$ cat src/rtl/bin_magnitude.sv
// bin_magnitude: alpha-max-beta-min magnitude of each SDFT bin, written to the frequency BRAM.
// Latency: bin k is presented at cycle c and written at c+3; a frame is start + freq_bins + 4 cycles.
// No backpressure: one bin per clock, and start is ignored while busy. Optional peak tracking: BIN_MAGNITUDE_PEAK_DETECT_EN.
module bin_magnitude #(
  parameter int freq_bins  = 16,
  parameter int addr_width = 4,
  parameter int bin_width  = 12,
  parameter int data_width = 8
) (
  input  logic                         clk,
  input  logic                         reset,
  input  logic                         start,
  output logic [addr_width-1:0]        bin_addr,
  input  logic signed [bin_width-1:0]  bin_real,
  input  logic signed [bin_width-1:0]  bin_imag,
  output logic [addr_width-1:0]        ram_addr,
  output logic [data_width-1:0]        ram_data,
  output logic                         ram_w_en,
  output logic                         busy,
  output logic                         done,
  output logic [addr_width-1:0]        peak_bin,
  output logic [data_width-1:0]        peak_mag
);

  localparam logic [1:0] S_IDLE  = 2'd0;
  localparam logic [1:0] S_RUN   = 2'd1;
  localparam logic [1:0] S_DRAIN = 2'd2;
  localparam logic [1:0] S_DONE  = 2'd3;

  localparam logic [addr_width-1:0] last_addr = addr_width'(freq_bins - 1);
  localparam int shift = bin_width - data_width;

  logic [1:0]            state;
  // Read-return stage: the address whose data arrives from the bin memories this cycle
  logic                  rd_vld;
  logic [addr_width-1:0] rd_addr;
  // Stage A: absolute values
  logic                  a_vld;
  logic [addr_width-1:0] a_addr;
  logic [bin_width-1:0]  a_abs_re;
  logic [bin_width-1:0]  a_abs_im;
  // Combinational helpers
  logic [bin_width-1:0]  abs_re;
  logic [bin_width-1:0]  abs_im;
  logic [bin_width-1:0]  mag_max;
  logic [bin_width-1:0]  mag_min;
  logic [bin_width-1:0]  mag;
  logic                  last_wr;

  assign last_wr = ram_w_en && (ram_addr == last_addr);
  assign busy    = (state == S_RUN) || (state == S_DRAIN);
  assign done    = (state == S_DONE);

  // Frame sequencer: walk the bin addresses, then wait for the final write to leave the pipe
  always_ff @(posedge clk) begin
    if (reset) begin
      state    <= S_IDLE;
      bin_addr <= '0;
    end else begin
      case (state)
        S_IDLE: begin
          if (start) begin
            state    <= S_RUN;
            bin_addr <= '0;
          end
        end
        S_RUN: begin
          if (bin_addr == last_addr) state <= S_DRAIN;
          else                       bin_addr <= bin_addr + 1'b1;
        end
        S_DRAIN: begin
          if (last_wr) state <= S_DONE;
        end
        default: begin
          state    <= S_IDLE;
          bin_addr <= '0;
        end
      endcase
    end
  end

  // Absolute value as unsigned: the most negative input maps to 2^(bin_width-1) without overflow
  always_comb begin
    abs_re = bin_real[bin_width-1] ? $unsigned(-bin_real) : $unsigned(bin_real);
    abs_im = bin_imag[bin_width-1] ? $unsigned(-bin_imag) : $unsigned(bin_imag);
  end

  // max + 0.375*min; the sum stays below 2^bin_width so no extra bit is needed
  always_comb begin
    mag_max = (a_abs_re >= a_abs_im) ? a_abs_re : a_abs_im;
    mag_min = (a_abs_re >= a_abs_im) ? a_abs_im : a_abs_re;
    mag     = mag_max + (mag_min >> 2) + (mag_min >> 3);
  end

  // Three-stage pipeline: read return, |re|/|im|, magnitude and BRAM write
  always_ff @(posedge clk) begin
    if (reset) begin
      rd_vld   <= 1'b0;
      rd_addr  <= '0;
      a_vld    <= 1'b0;
      a_addr   <= '0;
      a_abs_re <= '0;
      a_abs_im <= '0;
      ram_w_en <= 1'b0;
      ram_addr <= '0;
      ram_data <= '0;
    end else begin
      rd_vld   <= (state == S_RUN);
      rd_addr  <= bin_addr;
      a_vld    <= rd_vld;
      a_addr   <= rd_addr;
      a_abs_re <= abs_re;
      a_abs_im <= abs_im;
      ram_w_en <= a_vld;
      ram_addr <= a_addr;
      ram_data <= a_vld ? data_width'(mag >> shift) : '0;
    end
  end

`ifdef BIN_MAGNITUDE_PEAK_DETECT_EN
  logic [data_width-1:0] trk_mag;
  logic [addr_width-1:0] trk_bin;
  logic                  wr_gt;

  // Strict compare keeps the earliest (lowest) address on ties
  assign wr_gt = ram_w_en && (ram_data > trk_mag);

  // Track the running peak; publish it on the edge that enters the done cycle
  always_ff @(posedge clk) begin
    if (reset) begin
      trk_mag  <= '0;
      trk_bin  <= '0;
      peak_mag <= '0;
      peak_bin <= '0;
    end else begin
      if ((state == S_IDLE) && start) begin
        trk_mag <= '0;
        trk_bin <= '0;
      end else if (wr_gt) begin
        trk_mag <= ram_data;
        trk_bin <= ram_addr;
      end
      if ((state == S_DRAIN) && last_wr) begin
        peak_mag <= wr_gt ? ram_data : trk_mag;
        peak_bin <= wr_gt ? ram_addr : trk_bin;
      end
    end
  end
`else
  assign peak_bin = '0;
  assign peak_mag = '0;
`endif

endmodule

$ cat config.mk
export PLATFORM = sky130hd
export DESIGN_NAME = bin_magnitude
export DESIGN_NICKNAME = d
export VERILOG_FILES = /design/src/rtl/bin_magnitude.sv
export SDC_FILE = /design/constraint.sdc
export NUM_CORES = 1
export LEC_CHECK = 0
export CAP_MARGIN = 5
export CORE_MARGIN = 3
export CORE_UTILIZATION = 45
export DETAILED_ROUTE_END_ITERATION = 12
export GPL_TIMING_DRIVEN = 0
export PLACE_DENSITY = 0.69
export SYNTH_ARGS = -nofsm -noshare
export SYNTH_HDL_FRONTEND = slang
export SYNTH_SLANG_ARGS = --single-unit
$ cat constraint.sdc
create_clock -name clk -period 5.1 [get_ports clk]
set_input_delay 1.02 -clock clk [delete_from_list [all_inputs] [get_ports clk]]
set_output_delay 1.02 -clock clk [all_outputs]
set_load 0.1 [all_outputs]
==> results.ini <==
[placed_design]
dp.cells=530
preCtsSetupSlack_ns=0.5027
place.gp.congestion=0.8615
place.port_buffers=45
place_hpwl_um=5051

[die]
dieWidth_um=91.04
initial_utilization_pct=47.12
die_span_in_y_um=91.04
dieArea_sq_mm=0.008288
core_region_area_sq_mm=0.006907
num_rows=30
ios=58

[synthesis]
synth_largest_area_cell=dfxtp_1
count_of_flip_flops_with_a_built_in_enable_after_synthesis=0
synth_sequential_area_ratio_pct=32.60
netlist_area_sq_mm=0.003254
synth-seq-cells=53
ys_flop_type=dfxtp_1
synthTopCellsByArea=dfxtp_1 (33%), ha_1 (12%), nor2_1 (5.5%), xor2_1 (5.1%), inv_1 (4.4%)
synth_async_sr_flop_share_pct=0
synth.top_cell.area_share_pct=32.60
synthesized_netlist_cell_count=378
yosys_warnings=0
synthDistinctLibCells=49
postSynthAreaPerCell_sq_um=8.609

[setup_path]
cp_top_family=compound AO/OA/AOI/OAI gates
worstPathMaxFanout=10
cp_slowest_cell=dfxtp_1
timing.rr.start=a_abs_im[6]
rrSetupSlack_ns=0.45
critPathMaxStageDelay_ns=0.46
worstReg2RegEnd=ram_data[6]
worst_ep_arrival_time_ns=4.85
critical-path-top-cell-by-count=ha_1
critical_path.cell_chain=inv_1 -> ha_1 -> nand4_1 -> nor3_2 -> a22oi_2 -> nand2_1 -> buf_2 -> mux2_2 -> ha_1 -> xnor2_1 -> ha_1 -> a31o_2 -> a21oi_1 -> nor2_1 -> a21oi_1 -> a31oi_4 -> a311oi_1 -> a2111oi_1
timing.critical_path.to_type=register
critPathRequiredTime_ns=5.30
combined_buffer_and_inverter_count_along_the_critical_path=2
ws_path_type=register to register
reg2regPathDepth=18
setup.worst_path.start_class=register

[clock_tree]
cts_num_sinks=53
cts_htree_levels=2
clkTransAtPathRegs_ns=0.11
cts_buffer_depth=2
tritoncts_clock_tree=done
clk_latency_ns=0.32
post-cts-setup-buffers=0
post_cts.resized_instances=0
post_cts_hold_buffer_count=0
tritoncts.num_buffers=5
clockRootBuffer=clkbuf_8

[final_layout]
number_of_antenna_repair_diodes=0
multi_input_area_sq_mm=0.001962
mostFrequentLayoutCells=dfxtp_1 (53), nor2_1 (48), clkdlybuf4s50_1 (45)
final_core_utilization_pct=57.39
drive_above_1_share_pct=8.597
mostFrequentLayoutCell=dfxtp_1
layout.filler_cells=667
area_delta_synth_final_pct=21.80
ff_latch_area_sq_mm=0.001061
layout.nets=505
stdcell_count=538

[sta]
timing.setup.tns_ns=0
report.final.hold_viol_count=0
drv_slew=0
worst_pin_slew_ns=0.9730
fmax_mhz=215.2
period_minus_slack_ns=4.647
setup_viol=0
max_slew_headroom_pct=34.93
layout_worst_path_cycle_share_pct=91.13
rsz0062_at_grt=false
final.setup.worst_slack_ns=0.4526
clock_skew_ns=0.008572

[route]
drt_pass1_iterations=4
avgRoutedWirePerCell_um=11.40
detailroute.via_count=2542
drt_iter0_markers=67
ratio_of_routed_vias_to_standard_cells=4.725
route.antenna.remaining_nets=0
routed_wl_um=6133
number_of_remaining_drc_errors=0

[grt]
grt_pass1_vias=2456
first_pass_grt_wire_length_um=10750
gr-total-overflow=0
grt_start_max_net_pins=20
total_routing_resource_utilization_after_global_routing_pct=15.68
antenna_found_initial=0

[run_status]
status=finished, final reports clean

[worst_hold_path]
worst_hold_path.endpoint=ram_addr[0]
worstHoldPathType=register to register
worst_hold_startpoint=a_addr[0]
whs_path_depth=1

[flow_run]
maxCapViolations=0

[power]
p_leak_nw=1.745
vdd_ir_drop_max_v=0.0002230
power_density_mw_per_mm2=349.3

## cell usage after synthesis (3+ instances only)
master	number
buf_4	12
o21ai_0	13
nor3_1	14
a21oi_1	11
nor2b_1	15
nand2b_1	5
ha_1	32
nand4_1	4
o21a_1	3
nand2_1	25
inv_1	38
clkbuf_1	6
dfxtp_1	53
xnor2_1	10
mux2_2	5
mux2i_1	8
o21ai_1	3
nand3_1	7
nor2_1	48
o31ai_1	6
fa_1	5
xor2_1	19
## final cells by class
type / count / area share, %
multi-input combinational: 276 / 49.49
sequential: 53 / 26.77
timing repair buffer: 45 / 11.36
inverter: 38 / 3.598
buffer: 22 / 3.283
tap: 96 / 3.030
clock buffer: 5 / 1.736
clock inverter: 3 / 0.7260
## state kept, by name, summed over array words and instances (netlist names)
signal and flops:
ram_addr 4, a_addr 4, rd_vld 1, ram_data 8, a_abs_im 12, ram_w_en 1
bin_addr 4, state 2, a_abs_re 12, a_vld 1, rd_addr 4
## report_power, final
| part | internal (mW) | switching, mW |
|---|---|---|
| sequential | 0.449 | 0.0282 |
| clock | 0.103 | 0.154 |
| combinational | 0.238 | 0.412 |
## through the flow
| stage | hold slack, ns | area, sq um | power (mW) |
|---|---|---|---|
| 2_1_floorplan | 0.4138 | 3296 | 1.009 |
| 3_5_place_dp | 0.4259 | 3866 | 1.136 |
| 4_1_cts | 0.4498 | 3964 | 1.392 |
| 6_report | 0.4491 | 3964 | 1.385 |
| 5_1_grt | 0.4636 | 3964 | 1.484 |
| 3_3_place_gp | 0.4190 | 3866 | 1.124 |
## cells by family after synthesis
kind of cell	after synthesis	share of synthesized area [%]
simple gates	124	17.88
buf+inv	60	8.382
compound gates	60	13.34
mux	13	4.191
fa+ha+maj	38	15.69
flops	53	32.60
other cells	1	0.1152
xor+xnor	29	7.805
## metal layers
| metal | vias to the layer above | routed length [um] | GRT usage [%] |
|---|---|---|---|
| li1 | 1364 | - | - |
| met1 | 1118 | 2988 | 20.23 |
| met2 | 50 | 2790 | 25.87 |
| met3 | 10 | 236 | 3.148 |
| met4 | 0 | 116 | 5.779 |
| met5 | - | 0 | 0 |
## how the worst max path moves through the flow
stage                     cells after the start         from  slack, ns          end
after floorplan                              18  a_abs_im[6]       1.09  ram_data[6]
after global placement                       18  a_abs_im[6]       0.63  ram_data[6]
after detailed placement                     18  a_abs_im[6]       0.50  ram_data[6]
after CTS                                    18  a_abs_im[6]       0.49  ram_data[6]
after global routing                         19  a_abs_im[6]       0.15  ram_data[6]
final                                        18  a_abs_im[6]       0.45  ram_data[6]
(Power assumes the default switching activity.)
